[config.mk]
export PLATFORM = sky130hd
export DESIGN_NAME = servo_step_pwm
export DESIGN_NICKNAME = d
export VERILOG_FILES = /design/src/rtl/servo_pkg.sv /design/src/rtl/us_tick_gen.sv /design/src/rtl/servo_step_pwm.sv
export SDC_FILE = /design/constraint.sdc
export NUM_CORES = 1
export LEC_CHECK = 0
export BUFFER_PORTS_ARGS = -buffer_cell sky130_fd_sc_hd__buf_2
export CAP_MARGIN = 20
export CORE_MARGIN = 4
export CORE_UTILIZATION = 30
export CTS_CLUSTER_SIZE = 14
export DETAILED_ROUTE_END_ITERATION = 10
export SYNTH_ARGS = -nofsm -noshare
export SYNTH_HDL_FRONTEND = slang
export SYNTH_HIERARCHICAL = 1
export SYNTH_SLANG_ARGS = --single-unit
[constraint.sdc]
create_clock -name clk -period 2.94 [get_ports clk]
set_input_delay 0.147 -clock clk [delete_from_list [all_inputs] [get_ports clk]]
set_output_delay 0.147 -clock clk [all_outputs]
set_load 0.05 [all_outputs]
[src/rtl/servo_pkg.sv]
// Shared constants and command decoding for the per-joint servo drive stage.
package servo_pkg;

  // Default timing in microseconds, for a 100 MHz system clock.
  localparam int DEF_CLK_PER_US = 100;
  localparam int DEF_PERIOD_US  = 20000;
  localparam int DEF_MIN_US     = 500;
  localparam int DEF_MAX_US     = 2500;
  localparam int DEF_CENTER_US  = 1500;
  localparam int DEF_STEP_US    = 10;

  // Width of the commanded pulse width in microseconds.
  localparam int POS_W = 12;

  // The two hold commands, viewed together as {clockwise, counter-clockwise}.
  typedef enum logic [1:0] {
    CMD_NONE = 2'b00,
    CMD_CCW  = 2'b01,
    CMD_CW   = 2'b10,
    CMD_BOTH = 2'b11
  } cmd_e;

  function automatic cmd_e decode_cmd(input logic cw, input logic ccw);
    return cmd_e'({cw, ccw});
  endfunction

endpackage

[src/rtl/us_tick_gen.sv]
// Prescaler: divides clk down to a one-cycle microsecond tick.
module us_tick_gen #(
  parameter int CLK_PER_US = 100
) (
  input  logic clk_i,
  input  logic rst_i,
  output logic us_tick_o,
  output logic presc_zero_o
);

  localparam int            PW   = (CLK_PER_US > 1) ? $clog2(CLK_PER_US) : 1;
  localparam logic [PW-1:0] LAST = PW'(CLK_PER_US - 1);

  logic [PW-1:0] presc_q, presc_d;

  // Next count: wrap to zero after the last cycle of each microsecond.
  always_comb begin
    presc_d = presc_q + PW'(1);
    if (presc_q == LAST) presc_d = '0;
  end

  // Prescaler register.
  always_ff @(posedge clk_i) begin
    if (rst_i) presc_q <= '0;
    else       presc_q <= presc_d;
  end

  assign us_tick_o    = (presc_q == LAST);
  assign presc_zero_o = (presc_q == '0);

endmodule

[src/rtl/servo_step_pwm.sv]
// Per-joint servo drive: hold commands step a saturating position that is
// latched at frame boundaries and rendered as a 50 Hz hobby-servo PWM.
module servo_step_pwm
  import servo_pkg::*;
#(
  parameter int CLK_PER_US  = DEF_CLK_PER_US,
  parameter int PERIOD_US   = DEF_PERIOD_US,
  parameter int MIN_US      = DEF_MIN_US,
  parameter int MAX_US      = DEF_MAX_US,
  parameter int CENTER_US   = DEF_CENTER_US,
  parameter int STEP_US     = DEF_STEP_US,
  parameter int STEP_FRAMES = 1
) (
  input  logic             clk,
  input  logic             rst,
  input  logic             isClockWise,
  input  logic             isCounterClock,
  output logic             servo,
  output logic [POS_W-1:0] position,
  output logic             frame_start,
  output logic             at_min,
  output logic             at_max
);

  if (!(MIN_US <= CENTER_US && CENTER_US <= MAX_US && MAX_US < PERIOD_US &&
        MAX_US < 4096 && PERIOD_US < 65536 && CLK_PER_US >= 1 &&
        STEP_FRAMES >= 1 && STEP_US >= 0)) begin : g_bad_params
    $error("servo_step_pwm: inconsistent timing parameters");
  end

  localparam int CNT_W = 16;

  localparam logic [CNT_W-1:0]        FRAME_LAST = CNT_W'(PERIOD_US - 1);
  localparam logic [CNT_W-1:0]        STEP_LAST  = CNT_W'(STEP_FRAMES - 1);
  localparam logic [POS_W-1:0]        CENTER_P   = POS_W'(CENTER_US);
  localparam logic [POS_W-1:0]        MIN_P      = POS_W'(MIN_US);
  localparam logic [POS_W-1:0]        MAX_P      = POS_W'(MAX_US);
  localparam logic signed [POS_W:0]   MIN_S      = (POS_W+1)'(MIN_US);
  localparam logic signed [POS_W:0]   MAX_S      = (POS_W+1)'(MAX_US);
  localparam logic signed [POS_W:0]   STEP_S     = (POS_W+1)'(STEP_US);

  // One step in 13-bit signed arithmetic, saturated onto [MIN_US, MAX_US].
  function automatic logic [POS_W-1:0] sat_step(input logic [POS_W-1:0] pos,
                                                input logic             up);
    logic signed [POS_W:0] cur;
    logic signed [POS_W:0] nxt;
    cur = $signed({1'b0, pos});
    if (up) begin
      nxt = cur + STEP_S;
      if (nxt > MAX_S) nxt = MAX_S;
    end else begin
      nxt = cur - STEP_S;
      if (nxt < MIN_S) nxt = MIN_S;
    end
    return nxt[POS_W-1:0];
  endfunction

  logic             us_tick, presc_zero, frame_end;
  cmd_e             cmd;
  logic [CNT_W-1:0] us_cnt_q, us_cnt_d;
  logic [CNT_W-1:0] step_cnt_q, step_cnt_d;
  logic [POS_W-1:0] position_q, position_d;
  logic [POS_W-1:0] width_q, width_d;
  logic             servo_q, servo_d;
  logic             frame_start_q, frame_start_d;

  us_tick_gen #(
    .CLK_PER_US (CLK_PER_US)
  ) u_us_tick_gen (
    .clk_i        (clk),
    .rst_i        (rst),
    .us_tick_o    (us_tick),
    .presc_zero_o (presc_zero)
  );

  assign frame_end = us_tick && (us_cnt_q == FRAME_LAST);
  assign cmd       = decode_cmd(isClockWise, isCounterClock);

  // Microsecond-in-frame counter, wrapping at the frame end.
  always_comb begin
    us_cnt_d = us_cnt_q;
    if (frame_end)    us_cnt_d = '0;
    else if (us_tick) us_cnt_d = us_cnt_q + CNT_W'(1);
  end

  // Frame-end step logic: commands only matter on the frame-end cycle, and the
  // resulting position is latched as the pulse width for the coming frame.
  always_comb begin
    step_cnt_d = step_cnt_q;
    position_d = position_q;
    width_d    = width_q;
    if (frame_end) begin
      if (cmd == CMD_CW || cmd == CMD_CCW) begin
        if (step_cnt_q == STEP_LAST) begin
          step_cnt_d = '0;
          position_d = sat_step(position_q, cmd == CMD_CW);
        end else begin
          step_cnt_d = step_cnt_q + CNT_W'(1);
        end
      end else begin
        step_cnt_d = '0;
      end
      width_d = position_d;
    end
  end

  // PWM compare and frame marker; both look at the same pre-edge counter state
  // so frame_start lines up with the first high cycle of servo.
  always_comb begin
    servo_d       = (us_cnt_q < {{(CNT_W-POS_W){1'b0}}, width_q});
    frame_start_d = (us_cnt_q == '0) && presc_zero;
  end

  // ---- register stage: counters, position, latched width, PWM output ----
  always_ff @(posedge clk) begin
    if (rst) begin
      us_cnt_q      <= '0;
      step_cnt_q    <= '0;
      position_q    <= CENTER_P;
      width_q       <= CENTER_P;
      servo_q       <= 1'b0;
      frame_start_q <= 1'b0;
    end else begin
      us_cnt_q      <= us_cnt_d;
      step_cnt_q    <= step_cnt_d;
      position_q    <= position_d;
      width_q       <= width_d;
      servo_q       <= servo_d;
      frame_start_q <= frame_start_d;
    end
  end

  assign servo       = servo_q;
  assign position    = position_q;
  assign frame_start = frame_start_q;
  assign at_min      = (position_q == MIN_P);
  assign at_max      = (position_q == MAX_P);

endmodule

## Yosys cells after proc, flatten, opt, wreduce, memory -nomap -nowiden

Index checks and enable logic that the tools add are counted.

| operators by class | value |
|---|---|
| $add $sub $neg | 5 |
| order comparisons | 3 |
| equal/unequal tests | 6 |
| multiplexer cells | 7 |
| reductions and logical operators | 9 |

Operator list:

| operator | number |
|---|---|
| 12-bit two-way mux | 5 |
| 16-bit by 1-bit adder with 16-bit output, second input constant | 2 |
| 16-bit zero test | 2 |
| 16-bit two-way mux | 2 |
| 16-bit by 15-bit equality test with 1-bit output, second input constant | 1 |
| 16-bit by 12-bit less-than comparator with 1-bit output | 1 |
| 12-bit by 4-bit adder with 13-bit output, second input constant | 1 |
| 13-bit greater-than comparator, second input constant | 1 |
| 13-bit by 10-bit less-than comparator with 1-bit output, second input constant | 1 |
| 12-bit by 4-bit subtractor with 13-bit output, second input constant | 1 |
| 12-bit equality test, second input constant | 1 |
| 12-bit by 9-bit equality test with 1-bit output, second input constant | 1 |
| 7-bit by 1-bit adder with 7-bit output, second input constant | 1 |
| 7-bit equality test, second input constant | 1 |
| 7-bit zero test | 1 |
| 2-bit OR reduction | 2 |
| 3-bit AND reduction | 1 |
| 2-bit by 1-bit equality test with 1-bit output, second input constant | 1 |
| 2-bit equality test, second input constant | 1 |
| 1-bit logical AND | 2 |
| 1-bit logical OR | 1 |

| storage, ports and cells | value |
|---|---|
| flip-flop bits (word level) | 53 |
| input bits | 4 |
| output and inout bits | 16 |

## Depth between registers and ports, before layout

Gate-level depths: netlist (run 1).

| depth | value |
|---|---|
| word-level depth | 6 |
| mapped depth | 14 |
| depth with buffers taken out | 11 |

## Cells and area by module

The synthesis (run 1) kept the hierarchy.

By module, submodules not included:

| module | instances | cells each | area an instance (um2) | seq. area each (um2) |
|---|---|---|---|---|
| servo_step_pwm | 1 | 422 | 3204.3 | 900.9 |
| us_tick_gen | 1 | 35 | 325.3 | 140.1 |

## Worst setup path before layout (run 1)

Ideal clock, no wire load.

| timing path | value |
|---|---|
| path type | register to output |
| start | reg, netlist name width_q[6] |
| end | out at_max |
| data arrival time | 3.010 ns |
| required time | 2.793 ns |
| setup slack | -0.217 ns |
| cell stages (with the launch flop) | 6 |
| buffers on the path | 1 |
| cell sequence | dfxtp_1 clkbuf_1 inv_2 nor3_1 nand4_1 nor4_1 |

RTL lines:

| item | RTL line | text |
|---|---|---|
| end, declared | servo_step_pwm.sv:22 | `output logic at_max` |

==> metrics, run 1 <==
Peak supply drop=0.227 mV; post-CTS resize count=0; Period Utilization, post-route=90.4%; Avg Cell Area, Syn=7.72 um^2; # setup viols final=0; MaxCap Viol Count=0; HPWL after DPL=6.33 mm; WL per Instance=14.2 um; clock root buffer master=clkbuf_16; asr flop ratio synth=0%; area leader, netlist=dfxtp_1; largest net degree at the start of global routing=35; Antenna Cells=0; Core Rows=39; Max Clock Skew=0.00901 ns; Critical Path End Type=register; number of fill cells=1,202; # Post-CTS Setup Buffers=0; DRT Wirelength=8.80 mm; fraction of layout cells with a size suffix above 1=12.8%; DR pass1 iterations=4; dpl ws=0.150 ns; Total Routing Usage GR=13.6%; starting DRC count in detailed routing=229; Die Ht=116 um; vias=3,302; final instance area=4020 um^2; final hold vios=0; first-pass GRT wire length=15.0 mm; gr ovfl total=0; RSZ-0062 raised after global routing=no; Core ar.=11,500 um^2; post-synthesis register bit count=52; Yosys Warn Count=6; TritonCTS clock tree=done; crit path max fanout=9; vias in the first global route=3,128; Tmin final=2.66 ns; Pleak=1.54 nW; top_reg_cell synth=dfxtp_1; CP startpoint kind=register; crit path DAT=2.83 ns; measured slew at the worst slew-check pin=0.787 ns; Worst Slack Setup Final=0.283 ns; Top-Level Pins=20; die width=116 um; net count after synthesis=481; H-Tree Level Count=2; status=finished, final reports clean; Worst-path clk slew=0.07 ns; CTS Sinks=52; Synth top area share=29.5%; EDFF count, synth=0; P&R area growth vs syn=13.9%; area occupied by multi-input gates=2290 um^2; Synth cell types=58; Required @ worst endpoint=3.12 ns; Slew Viols, Final=0; Vias per Instance=5.33; maximum buffer depth of the clock tree=2; Final Power=1.67 mW; die area=13,600 um^2; synthesized area=3530 um^2; FF/Latch Area=1040 um^2; Syn Inst Count=457; final-stage net count=499; hold crit path type=in2reg; initial antenna violation count=0; max frequency=376 MHz; PwrDens=417 nW/um^2; RePlAce Congestion=0.877; I/O Buffers=18; CP Class=reg2reg; later-pin clock latency in the skew report=0.30 ns; CTS Hold Bufs=0; register area share after synthesis=29.5%; CTS Buf Count=5; relative slew slack=47.5%; Initial Util=30.8%; DRC violations left=0; post-placement cell area=3810 um^2; top post-synthesis cells by area=dfxtp_1 29%, ha_1 7.1%, nor2_1 5.3%; ANT nets after route=0
-- registers in the layout (all words and copies together), names as in the netlist --
| signal | count |
|---|---|
| servo | 1 |
| step_cnt_q | 16 |
| frame_start | 1 |
| us_cnt_q | 16 |
| width_q | 11 |
| u_us_tick_gen/presc_q | 7 |
-- layout by cell type, fill, tap and decap left out, drive strengths merged, types with 6 or more instances in the layout --
master / netlist / final
a211oi: 6 / 6
a21oi: 24 / 24
and3: 9 / 9
buf: 10 / 35
dfxtp: 52 / 52
ha: 20 / 20
inv: 25 / 26
nand2: 34 / 34
nand2b: 7 / 7
nand3: 21 / 21
nand4: 10 / 10
nor2: 50 / 50
nor3: 13 / 13
nor4: 10 / 10
o21a: 6 / 6
o21ai: 35 / 35
o31ai: 7 / 7
or2: 6 / 6
or3: 11 / 11
or3b: 9 / 9
xnor2: 12 / 12
xor2: 11 / 11
-- worst paths after layout --
kind / start / end / slack [ns] / cells past startpoint
setup / recovery: width_q[1]$_SDFFE_PP0P_ / width_q[7]$_SDFFE_PP1P_ / 0.28 / 10
hold / removal: isClockWise / width_q[2]$_SDFFE_PP1P_ / 0.37 / 4
setup reg to reg: width_q[1]$_SDFFE_PP0P_ / width_q[7]$_SDFFE_PP1P_ / 0.28 / 10
hold reg to reg: u_us_tick_gen/presc_q[0]$_SDFF_PP0_ / u_us_tick_gen/presc_q[0]$_SDFF_PP0_ / 0.46 / 1
-- report_power, final --
part	total [mW]	internal (mW)	leakage (nW)	switching, mW
combinational	0.168	0.0563	1.03	0.112
clock	0.772	0.491	0.0944	0.280
sequential	0.735	0.717	0.420	0.0180
total	1.67	1.26	1.54	0.410
-- Yosys cell counts, types with 3 or more instances --
| library cell | instances |
|---|---|
| a2111oi_0 | 3 |
| a211oi_1 | 5 |
| a21o_1 | 5 |
| a21oi_1 | 23 |
| a31oi_1 | 3 |
| and2_1 | 3 |
| and3_1 | 9 |
| and4_1 | 3 |
| buf_2 | 7 |
| clkbuf_1 | 14 |
| dfxtp_1 | 52 |
| ha_1 | 20 |
| inv_1 | 24 |
| nand2_1 | 34 |
| nand2b_1 | 7 |
| nand3_1 | 21 |
| nand4_1 | 10 |
| nor2_1 | 50 |
| nor2b_1 | 4 |
| nor3_1 | 13 |
| nor4_1 | 9 |
| nor4b_1 | 3 |
| o21a_1 | 6 |
| o21ai_0 | 14 |
| o21ai_1 | 21 |
| o22ai_1 | 3 |
| o31ai_1 | 7 |
| o41ai_1 | 3 |
| or2_1 | 4 |
| or3_1 | 10 |
| or3b_1 | 9 |
| or4_1 | 4 |
| xnor2_1 | 12 |
| xor2_1 | 11 |
-- kinds of logic (layout without fill, tap and decap cells) --
logic type / Yosys count / after routing / synth area share, %
AO/OA/AOI/OAI: 107 / 107 / 19.8
XOR/XNOR: 23 / 23 / 5.71
adder cells (fa/ha/maj): 20 / 20 / 7.09
buffers and inverters: 49 / 68 / 5.88
flip-flops: 52 / 52 / 29.5
multiplexers: 4 / 4 / 1.21
other: 1 / 1 / 0.106
AND/OR/NAND/NOR: 201 / 201 / 30.7
-- routing by layer --
metal	wire length (um)	share of wire, %	global-route usage (%)
met5	0	0	0
met4	151	1.7	5.10
met3	372	4.2	2.59
met2	4200	48	22.6
met1	4070	46	17.6
-- layout make-up --
type / instances / share of cell area (%)
multi-input cells: 356 / 57.0
inverters: 25 / 2.33
flip-flops and latches: 52 / 25.9
clock inverters: 3 / 1.71
well taps: 143 / 4.45
clock buffers: 5 / 3.11
repair buffers: 35 / 5.42
-- metrics by stage --
stage          instances  hold slack, ns  setup TNS (ns)  util (%)
2_1_floorplan        457           0.355          -0.435         -
4_1_cts              619           0.369               0      34.9
6_report             619           0.371               0      35.0
5_1_grt              619           0.414               0      35.0
3_3_place_gp         611           0.444               0      33.2
3_5_place_dp         611           0.451               0      33.2
-- critical path: stages, from the launching register on --
cell and delay, ns:
dfxtp_1 0.33, inv_1 0.15, ha_2 0.30, nor2b_2 0.10, or4_1 0.41, a211o_1 0.29, a211oi_1 0.22, or3_1 0.18
a21boi_2 0.29, and4_1 0.23, a211oi_1 0.04
No activity file was read; power rests on OpenSTA's default activity.
==> inputs of run 2 (changes only) <==
--- a/config.mk
+++ b/config.mk
@@ -11,6 +11,7 @@
 export CORE_UTILIZATION = 30
 export CTS_CLUSTER_SIZE = 14
 export DETAILED_ROUTE_END_ITERATION = 10
+export RECOVER_POWER = 50
 export SYNTH_ARGS = -nofsm -noshare
 export SYNTH_HDL_FRONTEND = slang
 export SYNTH_HIERARCHICAL = 1
==> metrics, run 2 (synthesis gave the netlist of run 1 again) <==
first-pass GRT wire length=15.0 mm (unchanged); crit path DAT=2.83 ns (about the same); critical path, cell by cell=inv_1 -> ha_2 -> nor2b_2 -> or4_1 -> a211o_1 -> a211oi_1 -> or3_1 -> a21boi_2 -> and4_1 -> a211oi_1; status=finished, final reports clean; starting DRC count in detailed routing=203 (-11%); Period Utilization, post-route=90.2% (-0.21 points); DRT Wirelength=8.78 mm (-0.23%); most frequent cells in the layout=51 x dfxtp_1, 50 x nor2_1, 34 x nand2_1; Worst-path clk slew=0.07 ns (about the same); RSZ-0062 raised after global routing=no; # setup viols final=0 (unchanged); DRC violations left=0 (unchanged); WL per Instance=14.2 um (-0.23%); MaxCap Viol Count=0 (unchanged); Top-Level Pins=20 (unchanged); Antenna Cells=0 (unchanged); CP peak stage delay=0.41 ns (about the same); maximum buffer depth of the clock tree=2 (unchanged); largest registers=step_cnt_q (16), us_cnt_q (16), width_q (11); CTS Sinks=52 (unchanged); P&R area growth vs syn=12.8%; most common cell after layout, fill and taps aside=dfxtp_1; Fin Setup TNS=0 ns (unchanged); Core ar.=11,500 um^2 (unchanged); clock root buffer master=clkbuf_16; initial antenna violation count=0 (unchanged); relative slew slack=48.3% (+0.71 points); PwrDens=419 nW/um^2 (+0.49%); CTS Hold Bufs=0 (unchanged); Critical Path End Type=register; hold crit path type=in2reg; Tmin final=2.65 ns (-0.00628 ns); ANT nets after route=0 (unchanged); dpl ws=0.150 ns (unchanged); RePlAce Congestion=0.877 (unchanged); CP startpoint kind=register; Required @ worst endpoint=3.12 ns (about the same); Core Rows=39 (unchanged); CTS Buf Count=5 (unchanged); Total Routing Usage GR=13.6% (unchanged); final instance area=3980 um^2 (-0.93%); die width=116 um (unchanged); Max Clock Skew=0.00865 ns (-0.000366 ns); largest net degree at the start of global routing=35 (unchanged); vias=3,329 (+0.82%); DR pass1 iterations=4 (unchanged); vias in the first global route=3,128 (unchanged); Initial Util=30.8% (unchanged); Peak supply drop=0.224 mV (-1.3%); post-placement cell area=3810 um^2 (unchanged); Pleak=1.50 nW (-2.8%); final hold vios=0 (unchanged); H-Tree Level Count=2 (unchanged); CP max stage cell=or4_1; Die Ht=116 um (unchanged); die area=13,600 um^2 (unchanged); post-CTS resize count=0 (unchanged); HPWL after DPL=6.33 mm (unchanged); Worst Slack Setup Final=0.289 ns (+0.00628 ns); Slew Viols, Final=0 (unchanged); cell mode on critical path=a211oi_1; Hold Slack=0.371 ns (-0.0000840 ns); I/O Buffers=18 (unchanged); # Post-CTS Setup Buffers=0 (unchanged); crit path max fanout=9 (unchanged); Vias per Instance=5.38 (+0.82%); CP Class=reg2reg; gr ovfl total=0 (unchanged); measured slew at the worst slew-check pin=0.776 ns (-0.0106 ns); later-pin clock latency in the skew report=0.30 ns (about the same); fraction of layout cells with a size suffix above 1=9.45% (-3.4 points); final-stage net count=499 (unchanged); TritonCTS clock tree=done; max frequency=377 MHz (+0.24%)
==> run 2: changes by cell type in the layout (fill, tap and decap cells not counted), sizes merged <==
cell / before / now
clkbuf: 5 / 19
buf: 35 / 21
==> run 2: worst paths after layout <==
check / endpoint / startpoint / cells past startpoint / slack, ns
worst min register to register: u_us_tick_gen/presc_q[0]$_SDFF_PP0_ / u_us_tick_gen/presc_q[0]$_SDFF_PP0_ / 1 / 0.46
worst min-delay path: step_cnt_q[0]$_SDFFE_PP0P_ / rst / 2 / 0.37
worst max register to register: width_q[7]$_SDFFE_PP1P_ / width_q[1]$_SDFFE_PP0P_ / 10 / 0.29
worst max-delay path: width_q[7]$_SDFFE_PP1P_ / width_q[1]$_SDFFE_PP0P_ / 10 / 0.29
==> run 2: layout make-up <==
class	count	area (um^2)
Inverter	25	93.8
Clock buffer	5	125
Timing Repair Buffer	35	198
Clock inverter	3	68.8
Fill cell	1203	7490
Tap cell	143	179
Sequential cell	52	1040
Multi-Input combinational cell	356	2270
==> run 2: power breakdown <==
part           internal (mW)  total, mW  switching [mW]
clock network          0.491      0.770           0.279
registers              0.717      0.735          0.0181
logic                 0.0516      0.162           0.110
total                   1.26       1.67           0.407
==> run 2: layer usage <==
layer  track usage [%]  wire (um)  part of all wire (%)  up-vias
met1              17.6       4010                    46     1568
met2              22.6       4220                    48       71
met3              2.59        366                   4.2       14
li1                  -          -                     -     1676
met4              5.10        176                   2.0        0
met5                 0          0                     0        -
==> run 2: worst max-delay path: cells and delay by family, from the launching register on <==
kind / cells / cell delay, ns
and+or+nand+nor: 4 / 0.92
AOI/OAI and AO/OA: 4 / 0.83
DFF: 1 / 0.33
adders and majority gates: 1 / 0.30
buffers and inverters: 1 / 0.15
==> run 2: stage by stage <==
step / std cells / power, mW / util (%)
6_report: 619 / 1.67 / 34.7
5_1_grt: 619 / 1.75 / 34.7
4_1_cts: 619 / 1.70 / 34.9
3_5_place_dp: 611 / 0.919 / 33.2
3_3_place_gp: 611 / 0.919 / 33.2
2_1_floorplan: 457 / 0.880 / -
==> inputs of run 3 (changes only) <==
--- a/config.mk
+++ b/config.mk
@@ -5,6 +5,7 @@
 export SDC_FILE = /design/constraint.sdc
 export NUM_CORES = 1
 export LEC_CHECK = 0
+export ABC_AREA = 1
 export BUFFER_PORTS_ARGS = -buffer_cell sky130_fd_sc_hd__buf_2
 export CAP_MARGIN = 20
 export CORE_MARGIN = 4
==> metrics, run 3 <==
Worst-path clk slew=0.06 ns (about the same); part of the power in registers=51.9% (+7.8 points); # Post-CTS Setup Buffers=0 (unchanged); most frequent cells after synthesis=133 x nand2_1, 69 x inv_1, 59 x nor2_1; Peak supply drop=0.214 mV (-4.4%); starting DRC count in detailed routing=234 (+15%); largest registers=step_cnt_q (16), us_cnt_q (16), width_q (11); die width=118 um (+1.2%); die area=13,900 um^2 (+2.3%); TritonCTS clock tree=done; RSZ-0062 raised after global routing=no; later-pin clock latency in the skew report=0.29 ns (about the same); post-CTS resize count=0 (unchanged); post-layout util=34.0% (-0.70 points); crit path max fanout=12 (+3); sw frac=21.2% (-3.2 points); CP startpoint kind=register; status=finished, final reports clean; clock root buffer master=clkbuf_16; top-count cell post-synth=nand2_1; Pleak=1.61 nW (+7.6%); DRT Wirelength=8.92 mm (+1.6%); Core ar.=11,600 um^2 (+1.3%); most frequent cells in the layout=134 x nand2_1, 70 x inv_1, 59 x nor2_1; register area share after synthesis=28.8% (-0.72 points); final hold vios=0 (unchanged); asr flop ratio synth=0% (unchanged); Hold Slack=0.257 ns (-0.114 ns); ANT nets after route=0 (unchanged); top_reg_cell synth=dfxtp_1; Synth cell types=40 (-31%); DR pass1 iterations=5 (+1); P_sw=0.292 mW (-28%); Top-Level Pins=20 (unchanged); Period Utilization, post-route=83.1% (-7.0 points); Core Rows=39 (unchanged); PwrDens=348 nW/um^2 (-17%); HPWL after DPL=6.99 mm (+10%); CP Class=reg2reg; dpl ws=0.581 ns (+0.431 ns); I/O Buffers=18 (unchanged); post-synthesis register bit count=52 (unchanged); P&R area growth vs syn=9.20%; CTS Buf Count=5 (unchanged); fraction of layout cells with a size suffix above 1=7.58% (-1.9 points); Avg Cell Area, Syn=6.57 um^2 (-15%); area leader, netlist=dfxtp_1; Vias per Instance=4.99 (-7.2%); CTS Sinks=52 (unchanged); Worst Slack Setup Final=0.495 ns (+0.206 ns); EDFF count, synth=0 (unchanged); Die Ht=118 um (+1.2%); relative slew slack=60.1% (+12 points); gr ovfl total=0 (unchanged); Required @ worst endpoint=3.09 ns (-0.03 ns); synthesized area=3620 um^2 (+2.5%); Tmin final=2.44 ns (-0.206 ns); measured slew at the worst slew-check pin=0.601 ns (-0.175 ns); DRC violations left=0 (unchanged); first-pass GRT wire length=15.4 mm (+2.9%); RePlAce Congestion=0.916 (+4.5%); Fin Setup TNS=0 ns (unchanged); most common cell after layout, fill and taps aside=nand2_1; Max Clock Skew=0.00769 ns (-0.000962 ns); Pint=1.08 mW (-14%); net count after synthesis=575 (+20%); Yosys Warn Count=6 (unchanged); vias=3,544 (+6.5%); hold crit path type=in2reg; crit path DAT=2.59 ns (-0.24 ns); Slew Viols, Final=0 (unchanged); MaxCap Viol Count=0 (unchanged); Initial Util=31.2% (+0.38 points); top post-synthesis cells by area=dfxtp_1 29%, nand2_1 14%, inv_1 7.2%; Gate power share=4.7% (-5.0 points); max frequency=409 MHz (+8.4%); Synth top area share=28.8% (-0.72 points); Total Routing Usage GR=12.9% (-0.68 points); CTS Hold Bufs=0 (unchanged); Critical Path End Type=register; H-Tree Level Count=2 (unchanged); number of fill cells=1,263 (+5.0%); Antenna Cells=0 (unchanged); vias in the first global route=3,356 (+7.3%); maximum buffer depth of the clock tree=2 (unchanged); largest net degree at the start of global routing=16 (-54%); initial antenna violation count=0 (unchanged); Syn Inst Count=551 (+21%); WL per Instance=12.6 um (-11%); final-stage net count=591 (+18%); # setup viols final=0 (unchanged); clock share of power=43.4% (-2.8 points)
## run 3: cell count changes in the layout (fill, tap and decap cells not counted), moves of 8 or more
cell,before,now
or3_1,10,0
o21ai_0,14,22
buf_4,16,0
inv_1,24,70
or3b_1,9,0
nor2_1,50,59
nand3_1,21,50
xnor2_1,12,4
o21ai_1,21,5
nand2_1,34,134
and3_1,9,0
## run 3: area by class of cell
class	instances	area [um^2]	area share, %
timing repair buffer	19	75.1	1.90
inverter	74	278	7.03
clock buffer	7	153	3.86
sequential	52	1040	26.3
tap	143	179	4.53
multi-input combinational	415	2230	56.3
## run 3: power groups by stage
| stage | sequential (mW) | combinational, mW | clock (mW) |
|---|---|---|---|
| floorplan | 0.737 | 0.0444 | 0 |
| global placement | 0.730 | 0.0675 | 0 |
| detailed placement | 0.730 | 0.0682 | 0 |
| CTS | 0.714 | 0.0684 | 0.610 |
| global route | 0.715 | 0.0741 | 0.644 |
| finish | 0.714 | 0.0649 | 0.597 |
## run 3: layer usage
| layer | routed length, um | global-route usage (%) |
|---|---|---|
| met4 | 142 | 3.96 |
| met1 | 4280 | 16.6 |
| met5 | 0 | 0 |
| met2 | 4130 | 22.1 |
| met3 | 360 | 2.45 |
## run 3: worst paths after layout
check                                              to                           startpoint  slack, ns  depth (start not counted)
setup reg to reg            us_cnt_q[13]$_SDFFE_PP0P_  u_us_tick_gen/presc_q[0]$_SDFF_PP0_       0.50                          9
hold / removal                width_q[1]$_SDFFE_PP0P_                                  rst       0.26                          2
hold reg to reg   u_us_tick_gen/presc_q[0]$_SDFF_PP0_  u_us_tick_gen/presc_q[0]$_SDFF_PP0_       0.48                          1
setup / recovery            us_cnt_q[13]$_SDFFE_PP0P_  u_us_tick_gen/presc_q[0]$_SDFF_PP0_       0.50                          9
## run 3: logic make-up (layout without fill, tap and decap cells)
| group | Yosys count | in the layout | synth area share (%) |
|---|---|---|---|
| DFF | 52 | 52 | 28.8 |
| xor gates and xnor gates | 17 | 17 | 4.11 |
| and+or+nand+nor | 306 | 306 | 39.7 |
| buffers and inverters | 84 | 100 | 9.27 |
| adders and majority gates | 20 | 20 | 6.92 |
| AOI/OAI and AO/OA | 71 | 71 | 11.1 |
| other | 1 | 1 | 0.104 |
## run 3: worst max-delay path: stages, from the launching register on
cell and delay [ns]:
dfxtp_1 0.38, ha_1 0.23, inv_1 0.07, nor2_1 0.11, nand3_2 0.08, inv_1 0.19
nand3_1 0.27, nand2_1 0.36, clkbuf_1 0.50, nor3_1 0.12
## run 3: metrics by stage
| step | area (um^2) | total power, mW | cells |
|---|---|---|---|
| after floorplan | 3620 | 0.782 | 551 |
| after global placement | 3840 | 0.798 | 703 |
| after detailed placement | 3840 | 0.799 | 703 |
| after CTS | 3990 | 1.39 | 710 |
| after global routing | 3950 | 1.43 | 710 |
| final | 3950 | 1.38 | 710 |
